File: src/rtl/pb_debounce_filter.sv
// rtl/pb_debounce_filter.sv - counter-based push-button debouncer with press/release strobes
module pb_debounce_filter #(
    parameter int CLK_FREQ     = 50_000_000,
    parameter int TICK_HZ      = 1000,
    parameter int STABLE_TICKS = 10,
    parameter int ACTIVE_LOW   = 0
) (
    input  logic clk,
    input  logic rst_n,
    input  logic pb_raw,
    output logic pb_clean,
    output logic pb_rise,
    output logic pb_fall,
    output logic pb_busy
);

    localparam int TICK_DIV = CLK_FREQ / TICK_HZ;
    localparam int PW       = (TICK_DIV > 1) ? $clog2(TICK_DIV) : 1;
    localparam int CW       = (STABLE_TICKS > 0) ? $clog2(STABLE_TICKS + 1) : 1;

    localparam logic [PW-1:0] PRESC_LAST = PW'(TICK_DIV - 1);
    localparam logic [CW-1:0] CNT_LAST   = CW'(STABLE_TICKS - 1);
    localparam logic [CW-1:0] CNT_SAT    = CW'(STABLE_TICKS);

    typedef enum logic {
        ST_STABLE  = 1'b0,
        ST_QUALIFY = 1'b1
    } state_t;

    state_t        state_q, state_d;
    logic          sync1_q, sync1_d;
    logic          sync2_q, sync2_d;
    logic [PW-1:0] presc_q, presc_d;
    logic [CW-1:0] cnt_q, cnt_d;
    logic          clean_q, clean_d;
    logic          rise_q, rise_d;
    logic          fall_q, fall_d;

    logic pb_in;
    logic s;
    logic tick;

    // Inversion ahead of the synchronizer so reset value 0 always means "released".
    assign pb_in = (ACTIVE_LOW != 0) ? ~pb_raw : pb_raw;
    assign s     = sync2_q;
    assign tick  = (presc_q == PRESC_LAST);

    always_comb begin
        sync1_d = pb_in;
        sync2_d = sync1_q;
        presc_d = tick ? '0 : presc_q + PW'(1);

        state_d = state_q;
        cnt_d   = cnt_q;
        clean_d = clean_q;
        rise_d  = 1'b0;
        fall_d  = 1'b0;

        case (state_q)
            ST_STABLE: begin
                cnt_d = '0;
                if (s != clean_q) begin
                    state_d = ST_QUALIFY;
                end
            end
            ST_QUALIFY: begin
                // Reversion is checked before the tick so a bounce on a tick cycle never accepts.
                if (s == clean_q) begin
                    state_d = ST_STABLE;
                    cnt_d   = '0;
                end else if (tick && (cnt_q == CNT_LAST)) begin
                    clean_d = s;
                    rise_d  = s;
                    fall_d  = ~s;
                    state_d = ST_STABLE;
                    cnt_d   = '0;
                end else if (tick && (cnt_q != CNT_SAT)) begin
                    cnt_d = cnt_q + CW'(1);
                end
            end
            default: begin
                state_d = ST_STABLE;
                cnt_d   = '0;
            end
        endcase
    end

    always_ff @(posedge clk or negedge rst_n) begin
        if (!rst_n) begin
            state_q <= ST_STABLE;
            sync1_q <= 1'b0;
            sync2_q <= 1'b0;
            presc_q <= '0;
            cnt_q   <= '0;
            clean_q <= 1'b0;
            rise_q  <= 1'b0;
            fall_q  <= 1'b0;
        end else begin
            state_q <= state_d;
            sync1_q <= sync1_d;
            sync2_q <= sync2_d;
            presc_q <= presc_d;
            cnt_q   <= cnt_d;
            clean_q <= clean_d;
            rise_q  <= rise_d;
            fall_q  <= fall_d;
        end
    end

    assign pb_clean = clean_q;
    assign pb_rise  = rise_q;
    assign pb_fall  = fall_q;
    assign pb_busy  = (state_q == ST_QUALIFY);

endmodule
File: config.mk
export PLATFORM = sky130hd
export DESIGN_NAME = pb_debounce_filter
export DESIGN_NICKNAME = d
export VERILOG_FILES = /design/src/rtl/pb_debounce_filter.sv
export SDC_FILE = /design/constraint.sdc
export NUM_CORES = 1
export LEC_CHECK = 0
export ABC_AREA = 1
export BUFFER_PORTS_ARGS = -buffer_cell sky130_fd_sc_hd__buf_2
export CORE_MARGIN = 5
export CORE_UTILIZATION = 56
export CTS_BUF_LIST = sky130_fd_sc_hd__clkbuf_2
export CTS_CLUSTER_DIAMETER = 40
export DETAILED_ROUTE_END_ITERATION = 8
export PLACE_DENSITY = 0.85
export SLEW_MARGIN = 20
export SYNTH_ARGS = -nofsm -noshare
export SYNTH_HDL_FRONTEND = slang
export SYNTH_SLANG_ARGS = --single-unit
File: constraint.sdc
create_clock -name clk -period 1.3 [get_ports clk]
set_clock_uncertainty 0.15 [all_clocks]
set_input_delay 0 -clock clk [delete_from_list [all_inputs] [get_ports clk]]
set_output_delay 0 -clock clk [all_outputs]
set_load 0.03 [all_outputs]
Yosys cells after proc, flatten, opt, wreduce, memory -nomap -nowiden
Cells that the tools add are included.
Widths: inputs -> output; s select.
{"block": "op_classes", "n_eq_ne": 6, "n_reduce_logical": 3, "add_sub_neg": 2, "n_mux": 15, "n_bitwise": 3}
{"op": "$add 16x1->16 const B", "count": 1}
{"op": "$eq 16x16->1 const B", "count": 1}
{"op": "$mux 16", "count": 1}
{"op": "$mux 4", "count": 3}
{"op": "$mux 1", "count": 9}
{"op": "$pmux 4 s2", "count": 1}
{"op": "$add 4x1->4 const B", "count": 1}
{"op": "$eq 4x4->1 const B", "count": 1}
{"op": "$ne 4x1->1 const B", "count": 1}
{"op": "$ne 4x4->1 const B", "count": 1}
{"op": "$not 1->1", "count": 3}
{"op": "$reduce_and 3->1", "count": 1}
{"op": "$logic_and 1x1->1", "count": 2}
{"op": "$pmux 1 s2", "count": 1}
{"op": "$eq 1x1->1", "count": 1}
{"op": "$ne 1x1->1", "count": 1}
{"block": "word_totals", "regBits": 26}

Longest topological paths before layout
Gate-level depths: netlist of run 1.
{"block": "depth", "ltp_word": 6, "mapped_depth": 8, "depth_no_buf": 8}

Least setup slack after synthesis of run 1
OpenSTA, ideal clock, no wires.
{"block": "synth_path", "path_type": "register to register", "startpoint": "register clean_q (netlist: pb_clean)", "endpoint": "register cnt_q[0]", "required_ns": 1.032, "path_slack_ns": -0.109, "setup_ns": 0.118, "period_less_slack_ns": 1.409, "n_path_buf": 0, "path_stages_with_launch": 8, "arrival_time_ns": 1.141, "path_cell_list": "dfrtp_1 nand2_1 nand2_1 nand2_1 inv_1 nand2_4 nand3_1 nand2_1"}
{"block": "synth_via", "elab_chain_cells": 3, "elab_cells_between_ends": 4, "classes_between": "2 x eq/ne; 2 x mux"}
{"element": "from (decl)", "line_no": "35", "text": "logic clean_q, clean_d;"}
{"element": "from (signal assigned)", "line_no": "104", "text": "clean_q <= clean_d;"}
{"element": "$eq 1x1->1 *", "line_no": "68", "text": "if (s == clean_q) begin"}
{"element": "$mux 4", "line_no": "68"}
{"element": "$pmux 4 s2", "line_no": "59", "text": "case (state_q)"}
{"element": "to (signal assigned)", "line_no": "103", "text": "cnt_q <= cnt_d;"}
{"element": "to (decl)", "line_no": "34", "text": "logic [CW-1:0] cnt_q, cnt_d;"}
Every way passes the cells marked *; elsewhere a longest branch is shown, timed or not.
A chain may end at the register's enable or synchronous reset.

Worst setup path in the final report of run 1
{"block": "layout_path", "startpoint": "register presc_q[0]", "endpoint": "register cnt_q[3]"}
{"block": "layout_via", "elab_chain_cells": 5, "elab_cells_between_ends": 7, "classes_between": "2 x eq/ne; 3 x mux; 2 x reduce/logical"}
{"element": "from (decl)", "line_no": "33", "text": "logic [PW-1:0] presc_q, presc_d;"}
{"element": "from (signal assigned)", "line_no": "102", "text": "presc_q <= presc_d;"}
{"element": "$eq 16x16->1 *", "line_no": "46", "text": "assign tick = (presc_q == PRESC_LAST);"}
{"element": "$logic_and 1x1->1", "line_no": "71", "text": "end else if (tick && (cnt_q == CNT_LAST)) begin"}
{"element": "$mux 4", "line_no": "71"}
{"element": "$mux 4", "line_no": "68"}
{"element": "$pmux 4 s2", "line_no": "59"}
Marks and branches as above.

==> impl_metrics.json, run 1 <==
{
  "endpoint": "cnt_q[3]$_DFFE_PN0P_",
  "yosys.area.top_type_share": 0.457,
  "power.density_nw_per_um2": 783,
  "firstDrtPassIters": 4,
  "grt_max_degree": 27,
  "antenna_found_initial": 0,
  "max_slew.worst_pin.slew_ns": 0.361,
  "drc": 0,
  "max_slew_margin": 0.759,
  "core_um2": 2450,
  "cts_buffers": 3,
  "synthArstFlopShare": 1.00,
  "synth_cells": 171,
  "yosysSeqAreaShare": 0.457,
  "synth_area_per_cell_um2": 8.33,
  "synth_top_flop_cell": "dfrtp_1",
  "worst-r2r-cell-count": 6,
  "synth_common_cells": "nor2_1 (32), nand2_1 (29), dfrtp_1 (26)",
  "antenna_cells": 0,
  "grt.total_usage": 0.215,
  "synth_top_cells_by_area": "dfrtp_1 (46%), nor2_1 (8.4%), nand2_1 (7.6%), nand3_1 (6.7%), inv_1 (5.5%)",
  "dr_wl_met2_um": 1750,
  "synth_nets": 178,
  "num_vias": 1235,
  "drive_gt1_frac": 0.392,
  "cts.sinks": 26,
  "r2r_start": "presc_q[0]$_DFF_PN0_",
  "synth_most_common_cell": "nor2_1",
  "placement_rows": 18,
  "die_w_um": 60.4,
  "crit_arrival_ns": 1.63,
  "root_buffer": "clkbuf_2",
  "cp.required_ns": 1.47,
  "worst-path-stages": 6,
  "clk_pin_slew_ns": 0.28,
  "ioPinCount": 7,
  "nNetsFinal": 212,
  "dieArea_um2": 3650,
  "drt-initial-drc-count": 41,
  "gp_congestion": 0.936,
  "critPathCaptureType": "flop",
  "wl_per_cell_um": 13.8,
  "synth-edff-count": 0,
  "crit_chain": "ha_4 -> nand3_4 -> nor2_1 -> nand3_2 -> nand3_1 -> nand2_1",
  "outcome": "finished, violations left",
  "crit_type": "flop to flop",
  "netlist_area_um2": 1430,
  "r2r_slack_ns": -0.16,
  "start_util": 0.581,
  "maxCapViolations": 0,
  "port_buffers": 6,
  "worstPathMaxFanout": 4,
  "grt_pass1_wl_um": 5770,
  "area_growth_pct": 28.7,
  "worstHoldPathType": "input port to flop",
  "reg2reg_to": "cnt_q[3]$_DFFE_PN0P_",
  "yosysWarnings": 0,
  "hold_viol_final": 0,
  "start_kind": "flop",
  "setup_slack_ns": -0.163,
  "setup_violations": 22,
  "wl_met1_um": 1320,
  "synth_seq_cells": 26,
  "place_ws_ns": -0.127,
  "grt_pass1_vias": 1320,
  "dp_hpwl_um": 2240,
  "yosysUniqueCellTypes": 25,
  "cts_tree": "built",
  "wl_met3_um": 124,
  "synth_top_area_cell": "dfrtp_1",
  "crit_slowest_cell": "dfrtp_2",
  "drv_slew": 0,
  "maxUsedRoutingLayer": "met4",
  "rsz0062_at_grt": "yes",
  "crit_path_start": "presc_q[0]$_DFF_PN0_",
  "die_y_um": 60.4,
  "p_leak_nw": 0.924,
  "setup_tns_ns": -2.39,
  "drtAntennaViolNets": 0,
  "failed_checks": "negative setup slack",
  "clock_latency_ns": 0.37,
  "via_per_inst": 5.28,
  "finalCritPeriodShare": 1.13,
  "finalCriticalPeriod_ns": 1.46,
  "worst-path-buf-inv": 0,
  "cts-root-to-sink-buffers": 2,
  "total_power_mw": 1.44,
  "routed_wl_um": 3240,
  "cts_max_level": 1,
  "critical_path.top_delay_family": "simple AND/OR/NAND/NOR gates",
  "vdd_drop_max_mv": 0.619,
  "max_stage_delay_ns": 0.48,
  "fmax_mhz": 683,
  "grt_remaining_overflow": 0
}
## timing repair
action,in CTS,in global routing
hold endpoints to repair,27,0
endpoints found under the setup margin,23,38
resized for setup,12,13
hold buffers,3,0
setup buffers,2,1
pin swaps,0,2
## state kept, by name, indices dropped and copies added (netlist names)
name / cells
pb_busy: 1
sync1_q: 1
s: 1
pb_clean: 1
cnt_q: 4
pb_rise: 1
pb_fall: 1
presc_q: 16
## through the flow
step	std cells	hold WS (ns)	instance area (um2)	util
6_report	234	0.131	1830	0.747
4_1_cts	233	0.128	1790	0.730
3_5_place_dp	224	-0.120	1670	0.678
5_1_grt	234	0.137	1830	0.747
3_3_place_gp	224	-0.134	1670	0.678
2_1_floorplan	171	-0.446	1470	-
## cells by family (layout without fill, tap and decap cells)
family	Yosys count	in the layout	synth area share
flip-flops	26	26	0.457
XOR/XNOR	10	10	0.0615
AO/OA/AOI/OAI	8	8	0.0325
AND/OR/NAND/NOR	99	99	0.350
buffers and inverters	24	57	0.0641
adder cells (fa/ha/maj)	4	4	0.0351
## power by group
part           switching (mW)  internal [mW]  total (mW)
Clock                   0.269          0.264       0.534
Combinational          0.0453         0.0289      0.0742
Sequential            0.00768          0.820       0.828
Total                   0.322           1.11        1.44
## layout make-up
cell class              count  area [um2]
multi-input cells         121         785
flip-flops and latches     26         661
fillers                   176         621
repair buffers             29         213
inverters                  24        93.8
well taps                  30        37.5
clock inverters             1        30.0
clock buffers               3        15.0
## layout by cell type (no fill, tap or decap), drive strengths merged
cell type	count
nor2	39
nand2	35
dfrtp	26
buf	25
inv	23
nand3	21
xor2	8
clkbuf	4
ha	4
dlygate4sd3	3
nor3	3
o21ai	3
o21bai	2
xnor2	2
a21oi	2
clkinv	1
a31oi	1
nand4	1
bufinv	1
## per-layer routing
layer  up-vias  GRT usage
met4         0     0.0712
met2        28      0.414
met3         6     0.0277
met1       601      0.243
met5         -          0
li1        600          -
## how the worst min path moves through the flow
| stage | startpoint | end | slack (ns) | cells past startpoint |
|---|---|---|---|---|
| final | pb_raw | sync1_q$_DFF_PN0_ | 0.13 | 2 |
| after floorplan | rst_n | cnt_q[0]$_DFFE_PN0P_ | -0.45 | 0 |
| after global placement | rst_n | presc_q[3]$_DFF_PN0_ | -0.13 | 1 |
| after global routing | pb_raw | sync1_q$_DFF_PN0_ | 0.14 | 2 |
| after CTS | pb_raw | sync1_q$_DFF_PN0_ | 0.13 | 2 |
| after detailed placement | rst_n | presc_q[0]$_DFF_PN0_ | -0.12 | 1 |
No activity file was read; power rests on OpenSTA's default activity.
==> run 2: changes to the inputs <==
Settings changed: ABC_AREA 1 to default, ABC_CLOCK_PERIOD_IN_PS from default to 1300.
==> run 2 against run 1 <==
Effect of this change: the run still ends with negative setup slack left; combinational power down 47%; synthesized cell count down 36%; design area up 2.5%; hold slack better by 0.031 ns; fmax down 37%; utilization up 12 points; area after synthesis down 13%; global-route usage up 4.1 points; sequential cell count unchanged; critical path type unchanged; critical endpoint is now cnt_q[0]$_DFFE_PN0P_; largest power group unchanged.
==> impl_metrics.json, run 2 <==
{
  "outcome": "finished, violations left",
  "failed_checks": "negative setup slack",
  "cts_buffers": 3,
  "yosys.area.top_type_share": 0.526,
  "core_um2": 2170,
  "place_area_um2": 1530,
  "whs_path_depth": 2,
  "cp.required_ns": 1.48,
  "die_y_um": 57.0,
  "layout_common_cells": "buf_4 (36), dfrtp_1 (26), xor2_1 (7), buf_6 (7)",
  "setup_violations": 22,
  "nNetsFinal": 173,
  "crit_type": "flop to flop",
  "drt-initial-drc-count": 48,
  "die_w_um": 57.0,
  "antenna_cells": 0,
  "final_common_cell": "buf_4",
  "grt_pass1_vias": 1206,
  "dp_hpwl_um": 2080,
  "num_vias": 1211,
  "clock_latency_ns": 0.38,
  "layoutNonFillerInstCount": 193,
  "firstDrtPassIters": 4,
  "synth_area_per_cell_um2": 11.2,
  "worst-r2r-cell-count": 4,
  "reg2reg_to": "cnt_q[0]$_DFFE_PN0P_",
  "cts_tree": "built",
  "area_growth_pct": 52.1,
  "synth_nets": 117,
  "max_stage_delay_ns": 0.55,
  "via_per_inst": 6.27,
  "grt_remaining_overflow": 0,
  "synth_top_cells_by_area": "dfrtp_1 (53%), xor2_1 (5.0%), ha_1 (4.0%), nand3_1 (3.6%), o21ai_0 (3.2%)",
  "grt.total_usage": 0.256,
  "vdd_drop_max_mv": 0.697,
  "finalCriticalPeriod_ns": 2.34,
  "synth-edff-count": 0,
  "critPathCaptureType": "flop",
  "synth_top_flop_cell": "dfrtp_1",
  "start_util": 0.570,
  "finalCritPeriodShare": 1.80,
  "clk_pin_slew_ns": 0.25,
  "p_leak_nw": 0.895,
  "rsz0062_at_grt": "yes",
  "netlist_area_um2": 1240,
  "worstHoldPathType": "input port to flop",
  "ioPinCount": 7,
  "cts-root-to-sink-buffers": 2,
  "cts_max_level": 1,
  "crit_chain": "or4b_4 -> or4_4 -> or4_4 -> a21oi_2",
  "yosysUniqueCellTypes": 33,
  "stdcell_area_um2": 1880,
  "dieArea_um2": 3250,
  "max_flop_register": "presc_q",
  "crit_arrival_ns": 2.52,
  "routed_wl_um": 4450,
  "maxCapViolations": 0,
  "placement_rows": 17,
  "grt_max_degree": 27,
  "synth_common_cells": "dfrtp_1 (26), nand3_1 (9), o21ai_0 (8)",
  "hold_viol_final": 0,
  "synth_cells": 110,
  "gp_congestion": 0.804,
  "drv_slew": 0,
  "synth_top_area_cell": "dfrtp_1",
  "synth_seq_cells": 26,
  "grt_pass1_wl_um": 6150,
  "wl_per_cell_um": 23.1,
  "path_common_cell": "or4_4",
  "yosysSeqAreaShare": 0.526,
  "synth_most_common_cell": "dfrtp_1",
  "drtAntennaViolNets": 0,
  "largestRegisters": "presc_q (16), cnt_q (4)",
  "drc": 0,
  "root_buffer": "clkbuf_2",
  "fmax_mhz": 428,
  "port_buffers": 6,
  "antenna_found_initial": 0,
  "min-delay-start": "pb_raw",
  "r2r_slack_ns": -1.04,
  "power.density_nw_per_um2": 736,
  "max_slew.worst_pin.slew_ns": 0.360,
  "drive_gt1_frac": 0.497,
  "max_slew_margin": 0.760,
  "start_kind": "flop",
  "r2r_start": "presc_q[5]$_DFF_PN0_",
  "synthArstFlopShare": 1.00,
  "crit_slowest_cell": "or4b_4",
  "setup_slack_ns": -1.04,
  "largest_reg_flops": 16,
  "cts.sinks": 26,
  "yosysWarnings": 0,
  "placed_cells": 173,
  "worstPathMaxFanout": 6,
  "min_to": "sync1_q$_DFF_PN0_"
}
## run 2: cell types whose count changed in the layout (fill, tap and decap cells not counted), moves of 7 or more
cell,change
dfrtp_2,-8
nor2_2,-9
buf_6,+7
nor2_1,-21
buf_4,+16
nand2_1,-20
nand3_1,-11
inv_1,-14
nand2_2,-8
dfrtp_1,+8
## run 2: kinds of logic after synthesis
| kind of cell | count (synthesis) | synth area share |
|---|---|---|
| xor gates and xnor gates | 11 | 0.0779 |
| adders and majority gates | 4 | 0.0405 |
| and+or+nand+nor | 48 | 0.265 |
| buffers and inverters | 5 | 0.0162 |
| AOI/OAI and AO/OA | 15 | 0.0648 |
| muxes | 1 | 0.00911 |
| DFF | 26 | 0.526 |
## run 2: critical path, delay by kind of cell, from the launching register on
kind / cells / cell delay, ns
AOI/OAI and AO/OA: 1 / 0.15
and+or+nand+nor: 3 / 1.54
DFF: 1 / 0.45
## run 2: timing repair
action | CTS | global route
cloned | 0 | 0
setup endpoints to repair | 22 | 35
pin swaps | 14 | 8
hold buffers | 3 | 0
gates resized for setup | 20 | 17
buffers inserted | 8 | 12
endpoints found under the hold margin | 27 | 0
## run 2: final cells by class
cell class,count,area (um2)
Clock buffer,3,15.0
Clock inverter,1,30.0
Fill cell,101,289
Inverter,3,11.3
Multi-Input combinational cell,79,707
Sequential cell,26,651
Tap cell,28,35.0
Timing Repair Buffer,53,432
## run 2: routing by layer
metal	global-route usage	vias up	part of all wire
met5	0	-	0
met4	0.149	0	0.052
met1	0.275	615	0.36
met3	0.0520	20	0.069
met2	0.460	64	0.52
li1	-	512	-
## run 2: worst max-delay path by stage
stage / from / endpoint / slack (ns)
final: presc_q[5]$_DFF_PN0_ / cnt_q[0]$_DFFE_PN0P_ / -1.04
after global routing: presc_q[5]$_DFF_PN0_ / cnt_q[0]$_DFFE_PN0P_ / -1.10
after floorplan: presc_q[11]$_DFF_PN0_ / cnt_q[1]$_DFFE_PN0P_ / -1.07
after detailed placement: presc_q[11]$_DFF_PN0_ / cnt_q[1]$_DFFE_PN0P_ / -1.11
after CTS: presc_q[5]$_DFF_PN0_ / cnt_q[0]$_DFFE_PN0P_ / -0.99
after global placement: presc_q[11]$_DFF_PN0_ / cnt_q[1]$_DFFE_PN0P_ / -1.01
## run 2: per-stage QoR
stage / hold WS, ns / util / setup slack (ns) / setup TNS, ns / power [mW]
global route: 0.112 / 0.867 / -1.10 / -17.40 / 1.45
CTS: 0.0869 / 0.810 / -0.993 / -14.23 / 1.38
global placement: -0.136 / 0.706 / -1.01 / -12.64 / 0.859
floorplan: -0.446 / - / -1.07 / -13.01 / 0.839
detailed placement: -0.127 / 0.706 / -1.11 / -13.70 / 0.861
finish: 0.162 / 0.867 / -1.04 / -16.43 / 1.38
## run 2: power breakdown
group	switching, mW	total (mW)	leakage (nW)	internal (mW)
sequential	0.00471	0.820	0.342	0.815
clock	0.260	0.524	0.0266	0.265
combinational	0.0272	0.0395	0.527	0.0123
total	0.291	1.38	0.895	1.09
